<file path="src/rtl/priority_scan_encoder_if.sv">
// Handshake bundle for priority_scan_encoder.
//   iLoad / iData : request source ORs a vector into the pending set
//   iAck          : consumer takes the index currently on oData
//   oValid/oData  : a pending index is offered (oData = 0 when idle)
//   oCount        : popcount of the pending set
//   oLast         : the offered index is the only one pending
//   oDbgState     : encoder state (0 = IDLE, 1 = EMIT) for checkers
//
// Handshake: oData is transferred on every rising edge where
// oValid && iAck. iAck while oValid is low is ignored. oValid never
// depends combinationally on iAck or iLoad.
interface priority_scan_encoder_if #(
  parameter int N = 8
);
  localparam int W = $clog2(N);

  logic         iLoad;
  logic [N-1:0] iData;
  logic         iAck;
  logic         oValid;
  logic [W-1:0] oData;
  logic [W:0]   oCount;
  logic         oLast;
  logic         oDbgState;

  modport master (
    output iLoad, iData, iAck,
    input  oValid, oData, oCount, oLast, oDbgState
  );

  modport slave (
    input  iLoad, iData, iAck,
    output oValid, oData, oCount, oLast, oDbgState
  );
endinterface

</file>
<file path="src/rtl/priority_scan_encoder.sv">
// Registered priority scan encoder. Request vectors are ORed into a
// pending register; one set index is offered per handshake until the
// register drains.
//   MODE 0 : highest pending index first.
//   MODE 1 : round-robin, descending scan from ptr with wrap; after a
//            grant of k the scan restarts just below k.
// Ports:
//   iClk  : clock, rising edge
//   iRst  : asynchronous active-high reset
//   bus   : slave side of priority_scan_encoder_if
// All outputs are functions of registered state only.
module priority_scan_encoder #(
  parameter int N    = 8,
  parameter int MODE = 0
) (
  input logic                     iClk,
  input logic                     iRst,
  priority_scan_encoder_if.slave  bus
);
  localparam int W = $clog2(N);

  typedef enum logic {IDLE = 1'b0, EMIT = 1'b1} state_e;

  state_e       state_q;
  state_e       state_d;
  logic [N-1:0] pending_q;
  logic [N-1:0] pending_d;
  logic [W-1:0] ptr_q;
  logic [W-1:0] ptr_d;

  logic [W-1:0] sel_idx;
  logic         sel_found;
  logic         grant;
  logic [N-1:0] grant_mask;
  logic [W:0]   count;

  // Scan start: fixed priority is simply a scan that always starts at N-1.
  always_comb begin
    int start;
    int idx;
    sel_idx   = '0;
    sel_found = 1'b0;
    start     = (MODE == 0) ? (N - 1) : int'(ptr_q);
    idx       = 0;
    for (int off = 0; off < N; off++) begin
      idx = start - off;
      if (idx < 0) idx = idx + N;
      if (!sel_found && pending_q[idx[W-1:0]]) begin
        sel_found = 1'b1;
        sel_idx   = idx[W-1:0];
      end
    end
  end

  assign count      = (W+1)'($countones(pending_q));
  assign grant      = (state_q == EMIT) && bus.iAck;
  assign grant_mask = grant ? ({{(N-1){1'b0}}, 1'b1} << sel_idx) : '0;

  // A bit acked and reloaded in the same cycle survives as a new request.
  assign pending_d = (pending_q & ~grant_mask) | (bus.iLoad ? bus.iData : '0);
  assign state_d   = (pending_d != '0) ? EMIT : IDLE;

  always_comb begin
    ptr_d = ptr_q;
    if (MODE == 1 && grant) begin
      ptr_d = (sel_idx == '0) ? W'(N - 1) : sel_idx - 1'b1;
    end
  end

  always_ff @(posedge iClk or posedge iRst) begin
    if (iRst) begin
      state_q   <= IDLE;
      pending_q <= '0;
      ptr_q     <= W'(N - 1);
    end else begin
      state_q   <= state_d;
      pending_q <= pending_d;
      ptr_q     <= ptr_d;
    end
  end

  assign bus.oValid    = (state_q == EMIT);
  assign bus.oData     = sel_found ? sel_idx : '0;
  assign bus.oCount    = count;
  assign bus.oLast     = (state_q == EMIT) && (count == (W+1)'(1));
  assign bus.oDbgState = state_q;
endmodule

</file>
<file path="src/flat_wrapper.sv">
// flat-port wrapper written by rule: the top's interface ports become plain ports
module priority_scan_encoder_flat 
#(
  parameter int N    = 8,
  parameter int MODE = 0
)
  (iClk, iRst, bus_iLoad, bus_iData, bus_iAck, bus_oValid, bus_oData, bus_oCount, bus_oLast, bus_oDbgState);
  priority_scan_encoder_if #(.N(N)) bus_i ();
  input logic iClk;
  input logic iRst;
  input wire logic [$bits(bus_i.iLoad)-1:0] bus_iLoad;
  input wire logic [$bits(bus_i.iData)-1:0] bus_iData;
  input wire logic [$bits(bus_i.iAck)-1:0] bus_iAck;
  output wire logic [$bits(bus_i.oValid)-1:0] bus_oValid;
  output wire logic [$bits(bus_i.oData)-1:0] bus_oData;
  output wire logic [$bits(bus_i.oCount)-1:0] bus_oCount;
  output wire logic [$bits(bus_i.oLast)-1:0] bus_oLast;
  output wire logic [$bits(bus_i.oDbgState)-1:0] bus_oDbgState;
  assign bus_i.iLoad = bus_iLoad;
  assign bus_i.iData = bus_iData;
  assign bus_i.iAck = bus_iAck;
  assign bus_oValid = bus_i.oValid;
  assign bus_oData = bus_i.oData;
  assign bus_oCount = bus_i.oCount;
  assign bus_oLast = bus_i.oLast;
  assign bus_oDbgState = bus_i.oDbgState;
  priority_scan_encoder #(.N(N), .MODE(MODE)) u_core (.iClk(iClk), .iRst(iRst), .bus(bus_i));
endmodule
</file>
<file path="config.mk">
export PLATFORM = sky130hd
export DESIGN_NAME = priority_scan_encoder_flat
export DESIGN_NICKNAME = d
export VERILOG_FILES = /design/src/rtl/priority_scan_encoder_if.sv /design/src/rtl/priority_scan_encoder.sv /design/src/flat_wrapper.sv
export SDC_FILE = /design/constraint.sdc
export NUM_CORES = 1
export LEC_CHECK = 0
export ABC_AREA = 1
export CAP_MARGIN = 20
export CELL_PAD_IN_SITES_DETAIL_PLACEMENT = 0
export CELL_PAD_IN_SITES_GLOBAL_PLACEMENT = 1
export CORE_MARGIN = 2
export CORE_UTILIZATION = 35
export DETAILED_ROUTE_END_ITERATION = 8
export PLACE_DENSITY = 0.82
export RECOVER_POWER = 100
export SYNTH_ARGS = -nofsm -noshare
export SYNTH_HDL_FRONTEND = slang
export SYNTH_SLANG_ARGS = --single-unit
</file>
<file path="constraint.sdc">
create_clock -name iClk -period 7.65 [get_ports iClk]
set_clock_uncertainty 0.2 [all_clocks]
set_input_delay 1.53 -clock iClk [delete_from_list [all_inputs] [get_ports iClk]]
set_output_delay 1.53 -clock iClk [all_outputs]
set_load 0.005 [all_outputs]
</file>
# Word-level counts from Yosys, hierarchy flattened
# Index checks and enable logic that the tools add are counted.
# word_totals
reg_bits	9
input_bits	12
output_inout_bits	10
# op_classes
add_sub_neg	7
n_eq_ne	1
shift	1
muxes	20
bitwise	3
reduce_logical	17
# ops
operator	count
2-to-1 mux 3 bit	9
2-to-1 mux 8 bit	2
adder 4 bit	3
logical AND 1 bit	9
2-to-1 mux 1 bit	9
adder 1 x 1 -> 2 bit	4
bitwise AND 8 bit	1
NOT 8 bit	1
bitwise OR 8 bit	1
nonzero test 8 bit	1
<< shifter 1 x 3 -> 8 bit, first input constant	1
logical NOT 1 bit	7
== test 4 x 1 -> 1 bit, second input constant	1

# Depth between registers and ports, before layout
# depth
depth_word	29
ltp_mapped	15

# Worst setup path after synthesis
# OpenSTA, ideal clock, no wires.
# synth_timing
path_kind	flip-flop to output port
startpoint	register u_core.pending_q[6]
endpoint	output port bus_oLast
arrival_time_ns	2.595
t_required_ns	5.920
slack_ns	3.325
stages_incl_launch_ff	11
path_cell_list	dfrtp_1 -> ha_1 -> fa_1 -> inv_1 -> fa_1 -> inv_1 -> ha_1 -> inv_1 -> fa_1 -> nand3_1 -> nor3_1
# synth_between
elab_chain_len	5
# synth_rtl
element	line_no	rtl
start: declaration	priority_scan_encoder.sv:26	logic [N-1:0] pending_q;
start signal: assignment	priority_scan_encoder.sv:77	pending_q <= pending_d;
adder 1 x 1 -> 2 bit (not written as such)	priority_scan_encoder.sv:55	assign count = (W+1)'($countones(pending_q));
adder 4 bit (not written as such) (2 in a row)	priority_scan_encoder.sv:55	
== test 4 x 1 -> 1 bit	priority_scan_encoder.sv:85	assign bus.oLast = (state_q == EMIT) && (count == (W+1)'(1));
logical AND 1 bit	priority_scan_encoder.sv:85	
end: declaration	flat_wrapper.sv:17	output wire logic [$bits(bus_i.oLast)-1:0] bus_oLast;
# Every way passes these cells.

# Worst setup path after layout
# Ends and elaborated chain as after synthesis.

==> out/qor.csv <==
metric,value,unit
H-tree depth,1,
flop-to-flop setup slack,5650,ps
PwrDens,331,mW/mm2
antenna-violating nets left,0,
DR pass1 iterations,4,
total number of vias,666,
P_sw,0.000142,W
DR WL/cell,9.28,um
setup TNS,0,ps
deepest clock path buffer count,2,
Final setup violation count,0,
maxcap violations,0,
Worst-path clk slew,60,ps
worst-path fanout max,4,
Final period util,67.5,%
static leakage,0.492,nW
largest family of logic cells by synthesized area,simple AND/OR/NAND/NOR gates,
startpoint types,flip-flop,
post-synthesis xor/xnor area fraction,0,%
pre-CTS setup slack,2770,ps
Crit. End Element,output port,
distinct cell type count after synthesis,18,
Synth Register Bits,9,
Reg power frac,19.7,%
# port buffers,21,
Fmax,194,MHz
antenna violations before repair,0,
Avg Inst Size Synth,7.59,um2
Via-to-Cell Ratio,4.38,
global-route wire length before repair,2640,um
num rows,17,
depth of the worst register-to-register path,11,
PnR worst setup slack,2490,ps
adder-cell share of the synthesized area,23.3,%
syn nets,126,
Cell Int Power,0.000199,W
Initial Util,36.1,%
share of layout cells above drive strength 1,7.26,%
CP endpoint,bus_oLast,
worst path required time,5920,ps
mux share of post-synthesis cell area,0,%
CP arrival,3430,ps
compound-cell area share of the yosys netlist,4.85,%
DP Area,0.00100,mm2
Rel. slew slack,78.5,%
fillers,229,
largest net degree at the start of global routing,10,
initial DRC count,4,
Post-CTS Setup Repair Bufs,0,
Worst-Margin Slew,322,ps
Post-Synthesis Cells,102,
CTS root buf,clkbuf_4,
net total in the final layout,149,
HP Class,flip-flop to flip-flop,
drt drc,0,
Clk pwr share,10.0,%
Congestion Overflow GR,0,
maximum VDD drop,228,uV
Core Region,0.00215,mm2
Chip Width,51.0,um
TritonCTS Buffers,3,
fin crit period,5160,ps
# hold bufs at CTS,0,
Area Growth Syn to Fin,33.0,%
RSZ-0062 raised after global routing,no,
antenna diode count,0,
CTS Sinks,9,
gr usage total,13.4,%
post-route cell area,0.00103,mm2
CTS tree,done,
register area share after synthesis,29.1,%
overall routed net length,1410,um
Sw Share,41.5,%
Synth Warn #,0,
worst hold path cell count,2,
CP startpoint,u_core.pending_q[6]$_DFF_PP0_,
status,finished clean,
reg-to-reg startpoint,u_core.pending_q[7]$_DFF_PP0_,
Die Height,51.0,um
total die area,0.00261,mm2
r2r endpoint,u_core.bus.oDbgState$_DFF_PP0_,
Post-Syn Area,774,um2
simple-gate share of the synthesized area,31.0,%
Final HPWL DP,1300,um
Clock Latency Late Sink,250,ps
Setup CP Type,flip-flop to output port,
Fin. Hold Viols,0,
I/O pin count,22,
Max Slew Vio Count,0,
Hold WS,353,ps
number of global-route vias before repair,694,
post_cts resized,0,
logic gate share of total power,70.3,%
Final Wtd Congestion,0.706,
worst min path at each step:
stage / from / to
after floorplan: u_core.pending_q[0]$_DFF_PP0_ / u_core.pending_q[0]$_DFF_PP0_
after CTS: u_core.pending_q[0]$_DFF_PP0_ / u_core.pending_q[0]$_DFF_PP0_
after global placement: u_core.pending_q[0]$_DFF_PP0_ / u_core.pending_q[0]$_DFF_PP0_
after detailed placement: u_core.pending_q[0]$_DFF_PP0_ / u_core.pending_q[0]$_DFF_PP0_
final: u_core.pending_q[0]$_DFF_PP0_ / u_core.pending_q[0]$_DFF_PP0_
after global routing: u_core.pending_q[0]$_DFF_PP0_ / u_core.pending_q[0]$_DFF_PP0_
synthesized netlist by cell type:
cell type	count	share of area, %
fa_1	4	10
ha_1	8	13
nand2_1	29	14
clkbuf_1	1	0.48
nand2_2	3	2.4
buf_4	1	0.97
inv_1	20	9.7
o21ai_0	4	2.6
nor2_4	2	2.9
nand4_1	3	2.4
a21oi_1	2	1.3
buf_2	1	0.65
nand3_1	8	5.2
nor2_1	3	1.5
a21boi_0	1	0.97
dfrtp_1	9	29
nor3_1	2	1.3
nand3_2	1	1.3
power by group through the flow:
stage	registers, W	logic (W)	clock network, W
final	0.0000670	0.000240	0.0000341
after global routing	0.0000685	0.000285	0.0000391
after CTS	0.0000672	0.000267	0.0000355
after detailed placement	0.0000680	0.000266	0
after global placement	0.0000676	0.000263	0
after floorplan	0.0000659	0.000144	0
layer usage:
metal | track usage [%] | share of wire [%] | wire length, um | up-vias
met3 | 3.22 | 5.8 | 82 | 0
li1 | - | - | - | 358
met2 | 24.5 | 50 | 701 | 19
met4 | 4.05 | 0 | 0 | 0
met1 | 15.3 | 44 | 626 | 289
met5 | 0 | 0 | 0 | -
registers in the layout (all words and copies together), names as in the netlist:
register	count
u_core.pending_q	8
u_core.bus.oDbgState	1
worst max-delay path, stage by stage (launching register included):
cell	delay, ps
dfrtp_1	410
ha_1	230
fa_1	530
inv_1	60
fa_1	460
inv_1	70
ha_1	130
inv_1	40
fa_1	490
nand3_1	80
nor3_1	110
dlygate4sd3_1	580
layout by cell type (no fill, tap or decap):
master,netlist,final
dlygate4sd3_1,0,12
ha_1,8,8
nor2_1,3,3
nand3_2,1,1
dfrtp_1,9,9
fa_1,4,4
nand3_1,8,8
clkdlybuf4s50_1,0,9
o21ai_0,4,4
a21oi_1,2,2
nand4_1,3,3
a21boi_0,1,1
nor2_4,2,2
nand2_1,29,29
inv_1,20,20
clkbuf_4,0,3
clkbuf_1,1,1
nand2_2,3,3
nor3_1,2,2
kinds of logic (layout without fill, tap and decap cells):
logic type | after synthesis | count (layout)
buf+inv | 23 | 45
flops | 9 | 9
fa+ha+maj | 12 | 12
simple gates | 51 | 51
compound gates | 7 | 7
stage by stage:
stage | total power [W] | instances | util, %
2_1_floorplan | 0.000210 | 102 | -
3_3_place_gp | 0.000330 | 148 | 46.7
3_5_place_dp | 0.000334 | 148 | 46.7
4_1_cts | 0.000369 | 152 | 47.9
5_1_grt | 0.000393 | 152 | 47.9
6_report | 0.000341 | 152 | 47.9
final cells by class:
type	count	area [um2]	area share, %
multi-input combinational	70	458	44.5
tap	28	35.0	3.40
inverter	20	75.1	7.29
sequential	9	225	21.9
timing repair buffer	21	210	20.4
clock buffer	4	26.3	2.55
Note: power is estimated with default switching activity, not from simulation.
